### config.mk
export PLATFORM = sky130hd
export DESIGN_NAME = s_axi_read_bank
export DESIGN_NICKNAME = d
export VERILOG_FILES = /design/src/rtl/s_axi_read_bank.sv
export SDC_FILE = /design/constraint.sdc
export NUM_CORES = 1
export LEC_CHECK = 0
export ABC_CLOCK_PERIOD_IN_PS = 4900
export BUFFER_PORTS_ARGS = -buffer_cell sky130_fd_sc_hd__buf_2
export CAP_MARGIN = 30
export CORE_AREA = 2 2 278 280
export DETAILED_ROUTE_END_ITERATION = 8
export DIE_AREA = 0 0 280 282
export GPL_TIMING_DRIVEN = 0
export PLACE_DENSITY = 0.3
export SLEW_MARGIN = 0
export SYNTH_ARGS = -nofsm -noshare
export SYNTH_HDL_FRONTEND = slang
export SYNTH_SLANG_ARGS = --single-unit
### constraint.sdc
create_clock -name clk -period 4.9 [get_ports clk]
set_input_delay 0.245 -clock clk [delete_from_list [all_inputs] [get_ports clk]]
set_output_delay 0.245 -clock clk [all_outputs]
set_load 0.1 [all_outputs]
### src/rtl/s_axi_read_bank.sv
`default_nettype none
// ============================================================================
// Module   : s_axi_read_bank
// Purpose  : AXI4-Lite read responder for sequencer bank0/bank1 registers.
//            Define S_AXI_RD_SLVERR_EN to return SLVERR on unmapped reads.
// Revision : 1.0 - initial release
// ============================================================================
module s_axi_read_bank #(
  parameter int GLOB_ADDR_WIDTH      = 32,
  parameter int GLOB_DATA_WIDTH      = 32,
  parameter int BANK1_INDEX_WIDTH    = 2,
  parameter int BANK1_SRC_ADDR_WIDTH = 32,
  parameter int BANK1_SRC_SIZE_WIDTH = 26,
  parameter int BANK1_DST_ADDR_WIDTH = 32,
  parameter int BANK1_DST_SIZE_WIDTH = 26,
  parameter int BANK1_STATUS_WIDTH   = 2,
  parameter int BANK1_PROFILE_WIDTH  = 32,
  parameter int BANK0_CONTROL_WIDTH  = 4,
  parameter int BANK0_STATUS_WIDTH   = 4,
  parameter int BANK0_CNT_WIDTH      = BANK1_INDEX_WIDTH,
  parameter int SLOTS                = 2**BANK1_INDEX_WIDTH
) (
  input  logic                                  clk,
  input  logic                                  reset,
  input  logic [GLOB_ADDR_WIDTH-1:0]            S_AXI_ARADDR,
  input  logic                                  S_AXI_ARVALID,
  output logic                                  S_AXI_ARREADY,
  output logic [GLOB_DATA_WIDTH-1:0]            S_AXI_RDATA,
  output logic [1:0]                            S_AXI_RRESP,
  output logic                                  S_AXI_RVALID,
  input  logic                                  S_AXI_RREADY,
  input  logic [BANK0_CONTROL_WIDTH-1:0]        bank0_control,
  input  logic [BANK0_STATUS_WIDTH-1:0]         bank0_status,
  input  logic [BANK0_CNT_WIDTH-1:0]            bank0_cnt,
  input  logic [SLOTS*BANK1_SRC_ADDR_WIDTH-1:0] bank1_src_addr,
  input  logic [SLOTS*BANK1_SRC_SIZE_WIDTH-1:0] bank1_src_size,
  input  logic [SLOTS*BANK1_DST_ADDR_WIDTH-1:0] bank1_dst_addr,
  input  logic [SLOTS*BANK1_DST_SIZE_WIDTH-1:0] bank1_dst_size,
  input  logic [SLOTS*BANK1_STATUS_WIDTH-1:0]   bank1_status,
  input  logic [SLOTS*BANK1_PROFILE_WIDTH-1:0]  bank1_profile,
  output logic                                  rd_evt,
  output logic [GLOB_ADDR_WIDTH-1:0]            rd_evt_addr
);

  localparam int B = 5 + BANK1_INDEX_WIDTH;
  localparam int DW = GLOB_DATA_WIDTH;
  localparam logic [1:0] RESP_OKAY = 2'b00;
`ifdef S_AXI_RD_SLVERR_EN
  localparam logic [1:0] RESP_UNMAPPED = 2'b10;
`else
  localparam logic [1:0] RESP_UNMAPPED = 2'b00;
`endif

  if (BANK1_SRC_ADDR_WIDTH > DW || BANK1_SRC_SIZE_WIDTH > DW ||
      BANK1_DST_ADDR_WIDTH > DW || BANK1_DST_SIZE_WIDTH > DW ||
      BANK1_STATUS_WIDTH   > DW || BANK1_PROFILE_WIDTH  > DW ||
      BANK0_CONTROL_WIDTH  > DW || BANK0_STATUS_WIDTH   > DW ||
      BANK0_CNT_WIDTH      > DW) begin : g_width_check
    $error("s_axi_read_bank: a register field is wider than GLOB_DATA_WIDTH");
  end

  typedef enum logic [0:0] {IDLE = 1'b0, RESP = 1'b1} state_t;

  state_t                         state_q;
  logic                           arready_q;
  logic                           rvalid_q;
  logic [DW-1:0]                  rdata_q;
  logic [1:0]                     rresp_q;
  logic                           rd_evt_q;
  logic [GLOB_ADDR_WIDTH-1:0]     rd_evt_addr_q;
  logic [DW-1:0]                  rdata_d;
  logic [1:0]                     rresp_d;
  logic [BANK1_INDEX_WIDTH-1:0]   slot;
  logic [2:0]                     field;
  logic [B-3:0]                   b0_word;
  logic                           unused_addr_lsbs;

  assign unused_addr_lsbs = ^S_AXI_ARADDR[1:0];
  assign slot    = S_AXI_ARADDR[B-1:5];
  assign field   = S_AXI_ARADDR[4:2];
  assign b0_word = S_AXI_ARADDR[B-1:2];

  always_comb begin
    rdata_d = '0;
    rresp_d = RESP_OKAY;
    if (S_AXI_ARADDR[GLOB_ADDR_WIDTH-1:B+1] != '0) begin
      rresp_d = RESP_UNMAPPED;
    end else if (!S_AXI_ARADDR[B]) begin
      if (b0_word == (B-2)'(0))      rdata_d = DW'(bank0_control);
      else if (b0_word == (B-2)'(1)) rdata_d = DW'(bank0_status);
      else if (b0_word == (B-2)'(2)) rdata_d = DW'(bank0_cnt);
      else                           rresp_d = RESP_UNMAPPED;
    end else begin
      case (field)
        3'd0: rdata_d = DW'(bank1_src_addr[int'(slot)*BANK1_SRC_ADDR_WIDTH +: BANK1_SRC_ADDR_WIDTH]);
        3'd1: rdata_d = DW'(bank1_src_size[int'(slot)*BANK1_SRC_SIZE_WIDTH +: BANK1_SRC_SIZE_WIDTH]);
        3'd2: rdata_d = DW'(bank1_dst_addr[int'(slot)*BANK1_DST_ADDR_WIDTH +: BANK1_DST_ADDR_WIDTH]);
        3'd3: rdata_d = DW'(bank1_dst_size[int'(slot)*BANK1_DST_SIZE_WIDTH +: BANK1_DST_SIZE_WIDTH]);
        3'd4: rdata_d = DW'(bank1_status[int'(slot)*BANK1_STATUS_WIDTH +: BANK1_STATUS_WIDTH]);
        3'd5: rdata_d = DW'(bank1_profile[int'(slot)*BANK1_PROFILE_WIDTH +: BANK1_PROFILE_WIDTH]);
        default: rresp_d = RESP_UNMAPPED;
      endcase
    end
  end

  // Read data is snapshotted at the AR handshake and held until R completes.
  always_ff @(posedge clk or posedge reset) begin
    if (reset) begin
      state_q       <= IDLE;
      arready_q     <= 1'b0;
      rvalid_q      <= 1'b0;
      rdata_q       <= '0;
      rresp_q       <= RESP_OKAY;
      rd_evt_q      <= 1'b0;
      rd_evt_addr_q <= '0;
    end else begin
      rd_evt_q <= 1'b0;
      case (state_q)
        IDLE: begin
          if (arready_q && S_AXI_ARVALID) begin
            rdata_q       <= rdata_d;
            rresp_q       <= rresp_d;
            rvalid_q      <= 1'b1;
            arready_q     <= 1'b0;
            rd_evt_q      <= 1'b1;
            rd_evt_addr_q <= S_AXI_ARADDR;
            state_q       <= RESP;
          end else begin
            arready_q <= 1'b1;
          end
        end
        RESP: begin
          if (S_AXI_RREADY) begin
            rvalid_q  <= 1'b0;
            arready_q <= 1'b1;
            state_q   <= IDLE;
          end
        end
        default: state_q <= IDLE;
      endcase
    end
  end

  assign S_AXI_ARREADY = arready_q;
  assign S_AXI_RVALID  = rvalid_q;
  assign S_AXI_RDATA   = rdata_q;
  assign S_AXI_RRESP   = rresp_q;
  assign rd_evt        = rd_evt_q;
  assign rd_evt_addr   = rd_evt_addr_q;

endmodule
`default_nettype wire
**Yosys cells after proc, flatten, opt, wreduce, memory -nomap -nowiden**

Index checks and enable logic that the tools add are counted.

- Register bits: 68
- Logic and storage cells: 45
- Input bits: 646
- Output and inout port bits: 69

- Equal/unequal tests: 9
- Reduce and logical (&&, ||, !) cells: 6
- Shift-type cells: 6
- Bitwise gates (word level): 1
- Multiply operators: 1
- Mux-type cells: 16

Operator list:

| operator | number |
|---|---|
| indexed part select 128 x 8 -> 32 bit | 3 |
| one-hot mux 32 bit (6 select lines) | 1 |
| indexed part select 104 x 32 -> 26 bit | 1 |
| indexed part select 104 x 8 -> 26 bit | 1 |
| two-way mux 32 bit | 2 |
| nonzero test 24 bit | 1 |
| two-way mux 4 bit | 2 |
| indexed part select 8 x 4 -> 2 bit | 1 |
| two-way mux 1 bit | 7 |
| == test 3 x 2 -> 1 bit (second input constant) | 2 |
| == test 3 bit (second input constant) | 2 |
| multiplier 2 x 4 -> 6 bit (second input constant) | 1 |
| one-hot mux 1 bit (2 select lines) | 3 |
| == test 5 x 1 -> 1 bit (second input constant) | 1 |
| == test 5 x 2 -> 1 bit (second input constant) | 1 |
| zero test 5 bit | 1 |
| != test 2 bit (second input constant) | 2 |
| AND reduction 2 bit | 2 |
| == test 3 x 1 -> 1 bit (second input constant) | 1 |
| zero test 3 bit | 1 |
| two-way mux 2 bit | 1 |
| logical AND 1 bit | 1 |
| inverter 1 bit | 1 |

**Logic depth before layout (Yosys ltp)**

- Depth after elaboration: 6
- Gate-level depth with buffers: 9
- Depth with buffers taken out: 7

**Worst setup path after synthesis**

OpenSTA, ideal clock, no wires.

- Path kind: reg2reg
- Start: register arready_q (netlist: S_AXI_ARREADY)
- End: register rdata_q[10] (netlist: S_AXI_RDATA[10])
- Cell stages (with the launch flop): 8
- Period minus slack after synthesis: 2.480 ns
- Slack: 2.420 ns
- Data arrival time: 2.415 ns
- Required time: 4.836 ns
- Buffers on the path: 1
- Setup time: 0.064 ns
- Path through: dfrtp_1 > nand3_1 > inv_2 > and3_1 > nand2_1 > nor2_1 > clkbuf_1 > a21o_1

- Word-level cells in the longest chain between the ends: 2

Ends and longest elaborated chain:

| what | RTL line | RTL |
|---|---|---|
| start: declaration | 65 | `logic arready_q;` |
| start signal: assignment | 110 | `arready_q <= 1'b0;` |
| start signal: assignment | 124 | `arready_q <= 1'b0;` |
| start signal: assignment | 129 | `arready_q <= 1'b1;` |
| logical AND 1 bit | 120 | `if (arready_q && S_AXI_ARVALID) begin` |
| AND reduction 2 bit (no line) | n/a |  |
| end signal: assignment | 121 | `rdata_q <= rdata_d;` |
| end: declaration | 67 | `logic [DW-1:0] rdata_q;` |

Every way passes these cells.
A chain may end at the register's enable or synchronous reset.

**Worst setup path in the final report**

- Start: input port S_AXI_ARADDR[3]
- End: register rdata_q[3] (netlist: S_AXI_RDATA[3])

- Word-level cells in the longest chain between the ends: 5
- Elaborated cells between the ends (all ways): 13
- Those cells by class: 6 x eq/ne; 5 x mux; 2 x reduce/logical

Ends and longest elaborated chain:

| what | RTL line | RTL |
|---|---|---|
| start: declaration | 25 | `input logic [GLOB_ADDR_WIDTH-1:0] S_AXI_ARADDR,` |
| == test 5 x 1 -> 1 bit | 90 | `else if (b0_word == (B-2)'(1)) rdata_d = DW'(bank0_status);` |
| two-way mux 4 bit | 90 |  |
| two-way mux 4 bit | 89 | `if (b0_word == (B-2)'(0)) rdata_d = DW'(bank0_control);` |
| two-way mux 32 bit * | 88 | `end else if (!S_AXI_ARADDR[B]) begin` |
| two-way mux 32 bit * | 86 | `if (S_AXI_ARADDR[GLOB_ADDR_WIDTH-1:B+1] != '0) begin` |

Mark *: on every way between the ends. The rest lies on a longest branch, timed or not.

==> summary.txt <==
Placement
  • Detail Placement HPWL: between 50 and 60 mm
  • Number of I/O port buffers: roughly 710
  • Placer congestion estimate: roughly 0.92

Synthesis
  • Synth Area per Inst: approximately 11 um2
  • Yosys reg bits: ~70
  • Cell Area, Synth: 7600 um2
  • Warnings from Yosys: 0
  • Area leader, netlist: mux4_2
  • Synth cell types: 51
  • Post-synthesis sequential area ratio: between 20% and 30%
  • Mapped Cells: 701
  • Area contributors post-synth: mux4_2 (41%), dfrtp_1 (22%), nand2_1 (7.8%)
  • Ys async rst share: 100%
  • Post-synth top area share: about two fifths
  • Number of enable flip-flop cells after synthesis: 0
  • Main synth FF type: dfrtp_1

Setup path
  • WP buf/inv: 3
  • WP data required: between 5 and 6 ns
  • CP Launch Type: input port
  • Setup crit start: S_AXI_ARADDR[3]
  • Critical path cell sequence: buf_2, buf_1, nand3b_1, a21oi_1, clkbuf_1, a221oi_1, o21a_1
  • Reg-to-Reg Start: state_q$_DFF_PP0_
  • WS Path Type: in -> reg
  • Critical path's top delay family: compound AO/OA/AOI/OAI gates
  • Data arrival time of the critical path: around 3.5 ns
  • Crit path largest cell delay: approximately 1.0 ns
  • Crit. End Element: flip-flop
  • Worst path slowest cell: a221oi_1
  • R2R Setup Slk: about 1.8 ns
  • Crit-path max FO: 10

STA
  • Fmax: between 0.3 and 0.4 GHz
  • Worst Clk Skew: 0.0114 ns
  • Min cycle time layout: roughly 3.2 ns
  • RSZ-0062 raised after global routing: no
  • Setup_tns: 0 ns
  • Worst slew margin: between 20 and 30%
  • Setup violators final: 0
  • Final hold vios: 0
  • Max Transition Viols Final: 0
  • Period Utilization, post-route: between 60% and 70%
  • Measured slew at the worst slew-check pin: between 1 and 1.5 ns

Power
  • Pleak: 6.32 nW
  • Power per cell area: ~300 nW/um2
  • Peak VDD IR: 0.203 mV
  • Proportion of power drawn by flip-flops and latches: around 20%
  • Switching share of power: 55.8%
  • Logic pwr share: between 60 and 70%
  • Internal: 1.73 mW
  • Clk pwr share: 19.2%
  • Final Power: between 3 and 4 mW
  • NetSw: about 2.2 mW

Final layout
  • Nets: approximately 2,100
  • Layout cells sized above 1: about 65%
  • Area grow syn2layout: 69.8%
  • Fillers: 8,577

CTS
  • Count of hold-fix buffers inserted at cts: 1
  • Worst-case clock buffer depth: 2
  • CTS Sinks: a little under 70
  • H-tree depth: 3
  • Clk Latency, worst-skew pair: between 0.3 and 0.4 ns
  • Root buffer cell: clkbuf_16
  • CTS tree: built
  • Resize count post-CTS: 0
  • Clock transition at path regs: 0.07 ns
  • Post-CTS setup buffers: 0
  • Cts bufs inserted: 9

Drt
  • Drt pass-1 iters: 4
  • Total wire length: 65.6 mm
  • Vias per cell: 3.98
  • Vias: just under 10,000
  • Iteration-0 DRC Markers: 627
  • WL/cell: about 27 um
  • Detail Route Antenna Nets: 0
  • DRC: 0

Global route
  • Vias in the first global route: 10,500
  • Initial antenna violation count: 22
  • GRT Residual Overflow: 0
  • First-pass GRT wire length: between 80 and 90 mm
  • Largest net degree at the start of global routing: 53
  • Overall routing resource usage: approximately 16%

Floorplanning
  • I/O Pins: roughly 720
  • Core area: 75,700 um2
  • Die width: roughly 280 um
  • Die Height: between 200 and 300 um
  • Die Area: approximately 79,000 um2
  • Site row count: roughly 100
  • Initial Util: 10.0%

Outcome
  • Status: complete, no violations

Hold path
  • Min-delay src: S_AXI_ARADDR[0]
  • Hold WC Path Type: in -> reg

Run
  • Max_cap viols: 0
-- synth_stat cells, types with 5 or more instances --
cell type and n:
nor4_1 8, o21ai_0 37, mux2i_1 28, buf_2 32, mux4_2 137, dfrtp_1 68
nor2b_1 5, a21o_1 23, a21oi_1 10, nand3_1 24, a22oi_1 24, clkbuf_1 26
nand2_1 157, buf_1 8, a22o_1 6, nand2b_1 9, nor2_1 12, buf_4 7
mux2_2 21, nor3_1 5
-- sequential cells by signal (all words and copies together), names as in the netlist --
signal,flops
rd_evt,1
state_q,1
S_AXI_RDATA,32
S_AXI_ARREADY,1
rd_evt_addr,32
S_AXI_RVALID,1
-- path summary, 6_finish.rpt --
kind                       depth (start not counted)                     endpoint
setup / recovery                                   7   S_AXI_RDATA[3]$_DFFE_PP0P_
hold / removal                                     3   rd_evt_addr[0]$_DFFE_PP0P_
setup reg to reg                                   9  S_AXI_RDATA[13]$_DFFE_PP0P_
hold reg to reg                                    2  rd_evt_addr[22]$_DFFE_PP0P_
max in group asynchronous                          4  rd_evt_addr[28]$_DFFE_PP0P_
min in group asynchronous                          3   S_AXI_RDATA[6]$_DFFE_PP0P_
-- layout by cell type, fill, tap and decap left out, types with 4 or more instances in the layout --
| master | count |
|---|---|
| dfrtp_1 | 68 |
| a21oi_1 | 10 |
| buf_1 | 8 |
| o211ai_1 | 4 |
| nand3b_1 | 4 |
| buf_4 | 7 |
| clkbuf_16 | 9 |
| nand2_1 | 157 |
| diode_2 | 10 |
| nand2b_1 | 9 |
| a22oi_1 | 24 |
| mux2_2 | 21 |
| nor3_1 | 5 |
| clkbuf_1 | 26 |
| mux2i_1 | 28 |
| nor2b_1 | 5 |
| nor2_1 | 12 |
| nand3_1 | 24 |
| a22o_1 | 6 |
| buf_8 | 5 |
| nor4_1 | 8 |
| buf_2 | 743 |
| mux4_2 | 137 |
| a21o_1 | 23 |
| o21ai_0 | 37 |
-- metal layers --
layer	vias to the layer above	share of wire (%)	global-route usage [%]
met4	18	2.3	4.94
met3	69	6.6	4.04
li1	4248	-	-
met1	4889	42	19.9
met2	447	49	27.0
met5	-	0.16	0
-- through the flow --
| stage | hold slack, ns | std cells | setup slack (ns) | cell area, um2 | util [%] |
|---|---|---|---|---|---|
| 2_1_floorplan | 0.341 | 702 | 2.42 | 7600 | - |
| 3_3_place_gp | 0.446 | 2391 | 0.781 | 12400 | 16.4 |
| 3_5_place_dp | 0.238 | 2400 | 1.27 | 12600 | 16.6 |
| 4_1_cts | 0.00757 | 2417 | 1.68 | 12900 | 17.0 |
| 5_1_grt | 0.0588 | 2423 | 1.57 | 12900 | 17.0 |
| 6_report | 0.0475 | 2427 | 1.70 | 12900 | 17.0 |
-- final cells by class --
class	instances	area (um2)	area share [%]
Clock inverter	6	71.3	0.553
Tap cell	978	1220	9.48
Timing Repair Buffer	721	3740	29.0
Buffer	73	340	2.64
Sequential cell	68	1700	13.2
Antenna cell	10	25.0	0.194
Inverter	6	25.0	0.194
Multi-Input combinational cell	555	5540	42.9
Clock buffer	10	239	1.85
-- power groups by stage --
stage / clock (mW) / combinational [mW] / sequential [mW]
floorplan: 0 / 0.549 / 1.84
finish: 0.753 / 2.38 / 0.786
global route: 0.813 / 2.50 / 0.806
CTS: 0.802 / 2.41 / 0.788
detailed placement: 0 / 2.40 / 0.797
global placement: 0 / 2.39 / 0.796
-- tightest hold or removal path, delay by kind of cell --
kind          cells  cell delay [ns]
buf+inv           1             0.07
simple gates      2             0.08
-- logic make-up after synthesis --
logic type,Yosys count,share of synthesized area (%)
flops,68,22.4
mux,186,47.4
other cells,1,0.0493
simple gates,234,13.5
buf+inv,79,4.77
compound gates,133,11.9
Power figures use the tool's default switching activity.
